==> src/rtl/mips_instr_encoder.sv <==
// mips_instr_encoder: encodes symbolic instruction beats into MIPS words and streams them into imem.
// One-entry registered write stage with backpressure, sequenced by an IDLE/RUN/DRAIN/DONE FSM.
module mips_instr_encoder #(
   parameter int ADDR_W    = 8,
   parameter int MAX_WORDS = 256
) (
   input  logic              clock,
   input  logic              resetn,
   input  logic              start,
   input  logic [ADDR_W-1:0] base_addr,
   input  logic              in_valid,
   output logic              in_ready,
   input  logic [4:0]        in_mnem,
   input  logic [4:0]        in_rs,
   input  logic [4:0]        in_rt,
   input  logic [4:0]        in_rd,
   input  logic [4:0]        in_shamt,
   input  logic [25:0]       in_imm,
   input  logic              in_last,
   output logic              im_we,
   input  logic              im_ready,
   output logic [ADDR_W-1:0] im_addr,
   output logic [31:0]       im_wdata,
   output logic              busy,
   output logic              done,
   output logic [ADDR_W:0]   words,
   output logic [1:0]        err
);
   typedef enum logic [1:0] {IDLE, RUN, DRAIN, DONE} state_t;
   localparam logic [ADDR_W:0] MAX = MAX_WORDS[ADDR_W:0];
   state_t            state;
   logic [ADDR_W-1:0] base;
   logic [ADDR_W:0]   words_next;
   logic [5:0]        func, op;
   logic [31:0]       enc;
   logic              fire, accept, legal, full, shift, jr, lui;
   assign fire       = im_we & im_ready;
   assign in_ready   = (state == RUN) & (~im_we | im_ready);
   assign accept     = in_valid & in_ready;
   assign busy       = state != IDLE;
   assign legal      = in_mnem < 5'd24;
   assign words_next = words + {{ADDR_W{1'b0}}, fire};
   // capacity counts the word still pending in the output stage
   assign full       = (words + {{ADDR_W{1'b0}}, im_we}) >= MAX;
   always_comb begin
      func = 6'h00;
      op   = 6'h00;
      case (in_mnem)
         5'd0:  func = 6'h20;
         5'd1:  func = 6'h22;
         5'd2:  func = 6'h24;
         5'd3:  func = 6'h25;
         5'd4:  func = 6'h26;
         5'd5:  func = 6'h00;
         5'd6:  func = 6'h02;
         5'd7:  func = 6'h03;
         5'd8:  func = 6'h08;
         5'd9:  func = 6'h18;
         5'd10: func = 6'h1a;
         5'd11: func = 6'h2a;
         5'd12: func = 6'h3f;
         5'd13: op   = 6'h08;
         5'd14: op   = 6'h0c;
         5'd15: op   = 6'h0d;
         5'd16: op   = 6'h0e;
         5'd17: op   = 6'h23;
         5'd18: op   = 6'h2b;
         5'd19: op   = 6'h04;
         5'd20: op   = 6'h05;
         5'd21: op   = 6'h0f;
         5'd22: op   = 6'h02;
         5'd23: op   = 6'h03;
         default: ;
      endcase
      shift = (in_mnem >= 5'd5) && (in_mnem <= 5'd7);
      jr    = in_mnem == 5'd8;
      lui   = in_mnem == 5'd21;
      enc   = in_mnem < 5'd13 ? {6'b0, shift ? 5'b0 : in_rs, jr ? 5'b0 : in_rt, jr ? 5'b0 : in_rd,
                                 shift ? in_shamt : 5'b0, func}
            : in_mnem < 5'd22 ? {op, lui ? 5'b0 : in_rs, in_rt, in_imm[15:0]}
            : {op, in_imm};
   end
   always_ff @(posedge clock) begin
      if (!resetn) begin
         state    <= IDLE;
         base     <= '0;
         im_we    <= 1'b0;
         im_addr  <= '0;
         im_wdata <= '0;
         words    <= '0;
         err      <= '0;
         done     <= 1'b0;
      end else begin
         done <= 1'b0;
         if (fire) begin
            words <= words_next;
            im_we <= 1'b0;
         end
         case (state)
            IDLE: if (start) begin
               base  <= base_addr;
               words <= '0;
               err   <= '0;
               state <= RUN;
            end
            RUN: begin
               if (accept && legal && !full) begin
                  im_we    <= 1'b1;
                  im_wdata <= enc;
                  im_addr  <= base + words_next[ADDR_W-1:0];
               end
               if (accept && !legal) err[0] <= 1'b1;
               if (accept && legal && full) err[1] <= 1'b1;
               if (accept && in_last) state <= DRAIN;
            end
            DRAIN: if (!im_we || fire) begin
               state <= DONE;
               done  <= 1'b1;
            end
            default: state <= IDLE;
         endcase
      end
   end
endmodule
==> config.mk <==
export PLATFORM = sky130hd
export DESIGN_NAME = mips_instr_encoder
export DESIGN_NICKNAME = d
export VERILOG_FILES = /design/src/rtl/mips_instr_encoder.sv
export SDC_FILE = /design/constraint.sdc
export NUM_CORES = 1
export LEC_CHECK = 0
export CAP_MARGIN = 20
export CELL_PAD_IN_SITES_DETAIL_PLACEMENT = 2
export CELL_PAD_IN_SITES_GLOBAL_PLACEMENT = 2
export CORE_MARGIN = 2
export CORE_UTILIZATION = 26
export DETAILED_ROUTE_END_ITERATION = 16
export PLACE_DENSITY = 0.88
export SYNTH_ARGS = -nofsm -noshare
export SYNTH_HDL_FRONTEND = slang
export SYNTH_SLANG_ARGS = --single-unit
==> constraint.sdc <==
create_clock -name clock -period 3.6 [get_ports clock]
set_clock_uncertainty 0.15 [all_clocks]
set_input_delay 0.36 -clock clock [delete_from_list [all_inputs] [get_ports clock]]
set_output_delay 0.36 -clock clock [all_outputs]
set_load 0.1 [all_outputs]
-- Word-level counts from Yosys, hierarchy flattened
Index checks and enable logic that the tools add are counted.
- flip-flop bits (word level): 63
- bits in latches: 0
- RAM bits: 0
- ROM bits: 0
- bits of input ports: 65
- output and inout port bits: 55
- word-level logic and storage cells: 96
- memories kept: 0
- $add $sub $neg: 3
- multiply operators: 0
- divide/modulo/power cells: 0
- order comparisons: 6
- equality and inequality tests: 29
- shifts and indexed selects: 0
- muxes and demuxes: 24
- bitwise operators: 5
- reductions and logical operators: 20
- operators by type and width (operator ; count):
    $pmux 6 s12 ; 1
    $pmux 6 s11 ; 1
    $eq 5x4->1 const B ; 8
    $eq 5x5->1 const B ; 8
    $mux 32 ; 1
    $mux 9 ; 3
    $mux 26 ; 1
    $mux 5 ; 5
    $add 9x1->9 ; 2
    $eq 5x3->1 const B ; 3
    $eq 5x2->1 const B ; 2
    $lt 5x5->1 const B ; 2
    $ge 9x9->1 const B ; 1
    $reduce_and 3->1 ; 3
    $add 8x8->8 ; 1
    $mux 2 ; 4
    $logic_and 1x1->1 ; 6
    $mux 1 ; 6
    $ne 2x1->1 const B ; 3
    $pmux 2 s3 ; 1
    $reduce_and 2->1 ; 3
    $eq 5x1->1 const B ; 1
    $ge 5x3->1 const B ; 1
    $le 5x3->1 const B ; 1
    other kinds (13) ; 19

-- Logic depth before layout (Yosys ltp)
Gate-level depths: netlist of run 1.
- word-level depth: 8
- depth in mapped cells: 14
- gate-level depth less buffers: 13

-- Least setup slack after synthesis of run 1
OpenSTA, ideal clock, no wires.
- path kind: register to register
- start: register im_we
- end: register im_addr[7]
- setup time: 0.125 ns
- arrival: 3.360 ns
- required time: 3.325 ns
- slack: -0.034 ns
- cell stages (with the launch flop): 15
- buffers on the path: 2
- clock period less this slack: 3.634 ns
- cells stage by stage: dfxtp_1 -> nand2_1 -> clkbuf_1 -> inv_1 -> ha_1 -> ha_1 -> nand3_1 -> xnor2_1 -> ha_1 -> clkbuf_1 -> a21oi_1 -> o21bai_1 -> a221oi_1 -> xnor2_1 -> o21ai_0
- longest elaborated chain between the ends: 7
- elaborated cells between the ends (all ways): 13
- those cells by class: add/sub: 3; order compare: 1; bitwise: 5; reduce/logical: 4
- ends and longest elaborated chain (item ; RTL line ; RTL):
    from (decl) ; 20 ; output logic im_we,
    from (signal assigned) ; 87 ; im_we <= 1'b0;
    from (signal assigned) ; 97 ; im_we <= 1'b0;
    from (signal assigned) ; 108 ; im_we <= 1'b1;
    parallel branches: the longest is 7 deep, another holds $add 9x1->9 ; n/a ;
    to (signal assigned) ; 110 ; im_addr <= base + words_next[ADDR_W-1:0];
    to (decl) ; 22 ; output logic [ADDR_W-1:0] im_addr,
Parallel ways; which one is timed is not known.
A chain may end at the register's enable or synchronous reset.

-- Final worst setup path of run 1
- start: input port im_ready
- end: register im_addr[7]
- longest elaborated chain between the ends: 6
- elaborated cells between the ends (all ways): 9
- those cells by class: add/sub: 2; bitwise: 4; reduce/logical: 3
- ends and longest elaborated chain (item ; RTL line ; RTL):
    from (decl) ; 21 ; input logic im_ready,
    parallel branches: the longest is 6 deep, another holds $add 9x1->9 ; n/a ;
Parallel ways; which one is timed is not known.

==> summary.txt, run 1 <==
Layout
  – Share of cells above drive strength 1: 9.77%
  – Utilization after layout: 38.8%
  – Finished layout cell area: 5130 um2
  – P&R area growth vs syn: 45.9%
  – N_diodes: 0
  – Nets@finish: between 500 and 600
  – Fillcell total: about 1,500

Power
  – Leak: 1.91 nW
  – Reg power frac: 26.4%
  – Max VDD drop: 528 uV
  – Pint: roughly 1.8 mW
  – Clk pwr share: between 20% and 30%
  – Sw frac: 43.9%
  – Gate power share: between 40% and 50%
  – Power per Cell Area: 627 nW/um2
  – Sw Pwr: 1.41 mW
  – Post-route total power: 3.22 mW

Die
  – Chip width: around 120 um
  – Rows: 42
  – Die height: roughly 120 um
  – Initial Utilization: between 20% and 30%
  – Io pins: 120
  – Die ar.: 14,500 um2
  – Core area: between 10,000 and 15,000 um2

Yosys
  – Post-synthesis sequential area ratio: between 30% and 40%
  – Async S/R FF share, synth: 0%
  – Synth cell types: 53
  – Syn Area/Cell: around 8.6 um2
  – Yosys warnings: 0
  – Mapped Area: between 3000 and 4000 um2
  – Synth Instances: approximately 400
  – Number of synthesized flops with an enable pin: 0
  – Net Count, Synth: approximately 500
  – Post-synth top flop: dfxtp_1
  – Yosys reg bits: between 60 and 70

Drt
  – Routed WL per cell: around 19 um
  – Vias per Instance: approximately 5
  – Iter 0 DRT Violations: 155
  – DRC viols: 0
  – ANT nets after route: 0
  – Vias: 3,500
  – Final WL: between 10,000 and 15,000 um
  – TritonRoute pass-1 iters: 4

STA
  – Slew @ Worst Pin: 1.03 ns
  – Count of final setup violators: 0
  – Fin crit share: between 80% and 90%
  – RSZ-0062 raised after global routing: no
  – Final hold vios: 0
  – Final max-slew violation count: 0
  – Hold WS: about 0.30 ns
  – Final min period: around 3.2 ns
  – Slew Limit Headroom: a little under a third
  – Total Neg Setup Slack: 0 ns
  – Max Clk Rate: between 300 and 400 MHz

Setup path
  – CP Buf/Inv Count: 3
  – CP endpoint kind: flip-flop
  – WP data arrival: 3.27 ns
  – CP max stage delay: between 0.4 and 0.5 ns
  – Slowest CP cell: clkdlybuf4s50_1
  – CP delay by family, top: buffers and inverters
  – Crit-path cells: clkdlybuf4s50_1 > nand2_1 > inv_1 > ha_1 > nand3_1 > or2_2 > xnor2_1 > ha_1 > inv_1 > o21bai_1 > a221oi_1 > xnor2_1 > o21ai_0
  – Req. time, crit path: 3.67 ns
  – WS Path Type: primary input to flip-flop
  – Worst setup SP type: primary input
  – Crit-path max FO: 6

Global routing
  – GRT Util Overall: between 15 and 20%
  – Gr ovfl total: 0
  – Vias in the first global route: roughly 4,000
  – Maximum number of pins on one net before global-route repair: 45
  – First-pass GRT wire length: roughly 21,000 um
  – Initial antenna violation count: 0

Run status
  – Status: complete, no violations

Placement
  – IO buf count: around 120
  – Final Wtd Congestion: between 0.8 and 0.9
  – Area post-placement: 4820 um2
  – DPL Wire Length: 9860 um

Clocking
  – TritonCTS buffer count: 9
  – H-tree Lvls: 3
  – TritonCTS clock tree: yes
  – Num Clock Sinks: 62
  – Worst-Skew Late Latency: roughly 0.34 ns
  – Post-CTS Resized: 0
  – Root Buffer: clkbuf_16
  – Clock buffer depth: 2
  – CTS clock-pin slew for the worst setup and hold paths: about 0.05 ns
  – Setup repair bufs after CTS: 0
  – Post-CTS Hold Buffers: 0

Min path
  – Hold Crit Class: flip-flop to flip-flop

Job
  – Max-Cap Viols: 0
[per-layer routing]
metal | up-vias | GRT usage (%) | part of all wire (%)
met5 | - | 0 | 0
li1 | 1679 | - | -
met3 | 19 | 4.86 | 5.7
met1 | 1689 | 20.9 | 42
met2 | 113 | 33.6 | 50
met4 | 0 | 6.03 | 1.9
[final timing paths]
path / to / start / depth (start not counted) / slack [ns]
worst max-delay path: im_addr[7]$_SDFFE_PN0P_ / im_ready / 13 / 0.40
worst max register to register: im_addr[7]$_SDFFE_PN0P_ / im_we$_SDFF_PN0_ / 12 / 0.54
worst min-delay path: im_addr[4]$_SDFFE_PN0P_ / im_addr[4]$_SDFFE_PN0P_ / 2 / 0.30
worst min register to register: im_addr[4]$_SDFFE_PN0P_ / im_addr[4]$_SDFFE_PN0P_ / 2 / 0.30
[sequential cells by signal, indices dropped and copies added, names as in the netlist]
signal    count
done          1
words         9
base          8
im_wdata     31
im_we         1
im_addr       8
state         2
err           2
[placed cells by master (no fill, tap or decap), types with 9 or more instances in the layout]
| master | Yosys | routed |
|---|---|---|
| clkdlybuf4s50_1 | 0 | 116 |
| dfxtp_1 | 62 | 61 |
| nand2_1 | 51 | 51 |
| nor2_1 | 42 | 42 |
| a221oi_1 | 25 | 25 |
| nor3b_2 | 19 | 19 |
| o21ai_0 | 15 | 15 |
| ha_1 | 14 | 14 |
| inv_1 | 13 | 13 |
| a21oi_1 | 13 | 13 |
| xnor2_1 | 11 | 11 |
| a21boi_0 | 11 | 11 |
| buf_4 | 3 | 11 |
| nor3_1 | 10 | 10 |
| clkbuf_16 | 0 | 9 |
[power groups by stage]
stage                     clock network, mW  registers [mW]  logic (mW)
after global routing                   1.01           0.864        1.51
final                                 0.948           0.851        1.42
after floorplan                           0            1.35       0.574
after detailed placement                  0           0.866        1.42
after global placement                    0           0.857        1.37
after CTS                             0.973           0.853        1.43
[synth_stat cells, drive strengths merged (2+ instances only)]
library cell / n / area share, %
inv: 13 / 1.4
a221oi: 25 / 6.2
nand2: 51 / 5.4
dfxtp: 62 / 35
nor2b: 3 / 0.53
nor3b: 24 / 7.8
nor2: 42 / 4.5
a41oi: 2 / 0.50
a211oi: 2 / 0.43
o21ai: 16 / 2.3
nand3: 7 / 1.0
o211ai: 3 / 0.78
a31oi: 4 / 0.71
nor3: 10 / 1.4
or3: 8 / 1.4
xor2: 5 / 1.2
and2: 3 / 0.53
nand2b: 6 / 1.1
buf: 14 / 3.2
o211a: 6 / 1.7
a21boi: 19 / 4.1
nand3b: 2 / 0.43
ha: 14 / 5.0
and3: 4 / 0.71
nand4: 3 / 0.71
o21a: 4 / 0.85
a21oi: 13 / 1.8
clkbuf: 15 / 1.6
or4: 2 / 0.53
mux2i: 2 / 0.57
xnor2: 11 / 2.7
[cells by family after synthesis]
kind of cell / count (synthesis) / synth area share [%]
AO/OA/AOI/OAI: 103 / 21.9
buffers and inverters: 42 / 6.15
flip-flops: 62 / 35.3
other: 1 / 0.107
multiplexers: 2 / 0.569
XOR/XNOR: 16 / 3.98
adder cells (fa/ha/maj): 15 / 5.55
AND/OR/NAND/NOR: 167 / 26.5
[final cells by class]
| class | count | area (um2) | area share (%) |
|---|---|---|---|
| flip-flops and latches | 62 | 1240 | 24.2 |
| clock inverters | 4 | 70.1 | 1.36 |
| repair buffers | 127 | 1240 | 24.2 |
| clock buffers | 12 | 246 | 4.80 |
| well taps | 176 | 220 | 4.29 |
| multi-input cells | 304 | 2060 | 40.2 |
| inverters | 13 | 48.8 | 0.951 |
[tightest hold or removal path: stages (launching register included)]
cell      delay (ns)
dfxtp_1         0.31
nand2_1         0.05
a21boi_1        0.05
[through the flow]
stage          instances  setup WS, ns
3_5_place_dp         682        0.0799
5_1_grt              698         0.182
2_1_floorplan        408         0.289
4_1_cts              698         0.409
6_report             698         0.405
3_3_place_gp         682         0.322
No activity file was read; power rests on OpenSTA's default activity.
==> run 2: changes to the inputs <==
--- a/config.mk
+++ b/config.mk
@@ -12,6 +12,7 @@
 export CORE_UTILIZATION = 26
 export DETAILED_ROUTE_END_ITERATION = 16
 export PLACE_DENSITY = 0.88
+export SLEW_MARGIN = 20
 export SYNTH_ARGS = -nofsm -noshare
 export SYNTH_HDL_FRONTEND = slang
 export SYNTH_SLANG_ARGS = --single-unit
==> results of run 2 <==
No change in the layout: final DEF, timing and power equal those of run 1.
==> run 3: changes to the inputs <==
--- a/config.mk
+++ b/config.mk
@@ -12,6 +12,7 @@
 export CORE_UTILIZATION = 26
 export DETAILED_ROUTE_END_ITERATION = 16
 export PLACE_DENSITY = 0.88
+export REMOVE_ABC_BUFFERS = 1
 export SLEW_MARGIN = 20
 export SYNTH_ARGS = -nofsm -noshare
 export SYNTH_HDL_FRONTEND = slang
==> run 3 against run 2 <==
- global-route usage increased by 0.13 points
- clock power decreased by 5.1%
- sequential power about the same
- sequential cell count unchanged
- combinational power about the same
- fmax increased by 0.11%
- largest power group unchanged
==> summary.txt, run 3 (synthesis results as in run 1) <==
Run status
  – Status: complete, no violations

Clocking
  – Num Clock Sinks: 62
  – TritonCTS clock tree: yes
  – Worst-Skew Late Latency: ~0.34 ns
  – Clock buffer depth: 2
  – Setup repair bufs after CTS: 0
  – CTS clock-pin slew for the worst setup and hold paths: around 0.060 ns
  – H-tree Lvls: 3
  – Post-CTS Resized: 0
  – TritonCTS buffer count: 9
  – Root Buffer: clkbuf_16
  – Post-CTS Hold Buffers: 0

Drt
  – ANT nets after route: 0
  – DRC viols: 0
  – Vias per Instance: 5.05
  – TritonRoute pass-1 iters: 4
  – Iter 0 DRT Violations: 133
  – Final WL: 13,000 um
  – Routed WL per cell: approximately 19 um
  – Vias: 3,532

Die
  – Chip width: between 100 and 150 um
  – Die height: 120 um
  – Die ar.: ~14,000 um2
  – Initial Utilization: around a quarter
  – Core area: ~13,000 um2
  – Io pins: 120
  – Rows: 42

Placement
  – Area post-placement: just under 5000 um2
  – DPL Wire Length: between 9000 and 10,000 um
  – IO buf count: around 120
  – Final Wtd Congestion: a little over 0.8

Layout
  – Finished layout cell area: between 5000 and 6000 um2
  – Most flops, register: im_wdata
  – Largest regs: im_wdata (31), words (9)
  – Share of cells above drive strength 1: under 10%
  – N_diodes: 0
  – Utilization after layout: between 30% and 40%
  – P&R area growth vs syn: 46.4%
  – Commonest cells after routing, fill and taps aside: 116 x clkdlybuf4s50_1, 62 x dfxtp_1, 51 x nand2_1
  – Number of flip-flops in the largest register: 31
  – Nets@finish: between 500 and 600
  – Most common cell after layout, fill and taps aside: clkdlybuf4s50_1

Global routing
  – Gr ovfl total: 0
  – GRT Util Overall: between 10% and 20%
  – First-pass GRT wire length: just over 20,000 um
  – Vias in the first global route: ~3,900
  – Maximum number of pins on one net before global-route repair: 38
  – Initial antenna violation count: 0

Power
  – Sw frac: 44.5%
  – Clk pwr share: about 28%
  – Gate power share: between 40% and 50%
  – Reg power frac: between 20% and 30%
  – Post-route total power: roughly 3.2 mW
  – Power per Cell Area: 619 nW/um2
  – Leak: approximately 1.9 nW
  – Pint: 1.77 mW
  – Sw Pwr: roughly 1.4 mW
  – Max VDD drop: 534 uV

Setup path
  – CP endpoint kind: flip-flop
  – Slowest CP cell: clkdlybuf4s50_1
  – CP max stage delay: roughly 0.51 ns
  – Worst R2R Start: im_we$_SDFF_PN0_
  – Worst setup SP type: primary input
  – FF-to-FF setup slack: slightly below 0.5 ns
  – R2R Path End: im_addr[7]$_SDFFE_PN0P_
  – Req. time, crit path: approximately 3.7 ns
  – WP data arrival: about 3.3 ns
  – WS Path Type: primary input to flip-flop
  – R2r worst-path depth: 12
  – Crit-path cells: clkdlybuf4s50_1 > nand2_1 > inv_1 > ha_1 > nand3_1 > or2_2 > xnor2_1 > ha_1 > inv_1 > o21bai_1 > a221oi_1 > xnor2_1 > o21ai_0
  – Crit-path max FO: 6

Job
  – Max-Cap Viols: 0

Min path
  – Hold path start: im_wdata[31]$_SDFFE_PN0P_
  – Hold depth: 2
  – Hold Crit Class: flip-flop to flip-flop
  – Min-Delay Endpoint: im_wdata[31]$_SDFFE_PN0P_

STA
  – Final max-slew violation count: 0
  – Slew Limit Headroom: between 30% and 40%
  – Fin crit share: between 80% and 90%
  – RSZ-0062 raised after global routing: no
  – Max Clk Rate: 313 MHz
  – Slew @ Worst Pin: 1.02 ns
  – Count of final setup violators: 0
  – Final min period: between 3 and 4 ns
  – Final hold vios: 0
[run 3: cell types whose count changed in the layout (fill, tap and decap cells not counted), sizes merged]
cell	previous run	this run
clkinv	2	1
bufinv	2	1
clkbuf	12	13
buf	11	12
clkinvlp	0	1
[run 3: area by class of cell]
| cell class | count | area [um2] |
|---|---|---|
| fill | 1511 | 8090 |
| multi-input combinational | 304 | 2060 |
| timing repair buffer | 128 | 1280 |
| sequential | 62 | 1240 |
| clock buffer | 13 | 260 |
| tap | 176 | 220 |
| inverter | 13 | 48.8 |
| clock inverter | 3 | 42.5 |
[run 3: per-stage QoR]
stage          hold slack [ns]  std cells  worst slack [ns]  TNS [ns]
2_1_floorplan            0.298        379            -0.102    -0.250
3_3_place_gp             0.292        683             0.330         0
3_5_place_dp             0.300        683            0.0935         0
4_1_cts                  0.310        699             0.393         0
5_1_grt                  0.323        699             0.184         0
6_report                 0.306        699             0.408         0
[run 3: worst max-delay path: cells and delay by family]
kind	cells	cell delay [ns]
adder cells (fa/ha/maj)	2	0.51
XOR/XNOR	2	0.31
AND/OR/NAND/NOR	3	0.64
buffers and inverters	3	0.81
AO/OA/AOI/OAI	3	0.63
[run 3: worst max-delay path by stage]
stage                               to  slack (ns)  depth (start not counted)              from
2_1_floorplan  im_addr[5]$_SDFFE_PN0P_       -0.10                         12  im_we$_SDFF_PN0_
3_3_place_gp   im_addr[7]$_SDFFE_PN0P_        0.33                         13          im_ready
3_5_place_dp   im_addr[7]$_SDFFE_PN0P_        0.09                         13          im_ready
4_1_cts        im_addr[7]$_SDFFE_PN0P_        0.39                         13          im_ready
5_1_grt        im_addr[7]$_SDFFE_PN0P_        0.18                         13          im_ready
6_report       im_addr[7]$_SDFFE_PN0P_        0.41                         13          im_ready
[run 3: per-layer routing]
layer / share of wire, % / GRT usage [%] / routed length (um)
met4: 0.96 / 4.00 / 125
met5: 0 / 0 / 0
met1: 40 / 20.2 / 5220
met3: 5.3 / 5.90 / 687
met2: 54 / 35.1 / 6980
[run 3: power by group through the flow]
stage                     combinational, mW  sequential [mW]  clock [mW]
after CTS                              1.46            0.850       0.927
final                                  1.44            0.849       0.900
after detailed placement               1.45            0.863           0
after floorplan                       0.512             1.35           0
after global placement                 1.39            0.855           0
after global routing                   1.53            0.862       0.962
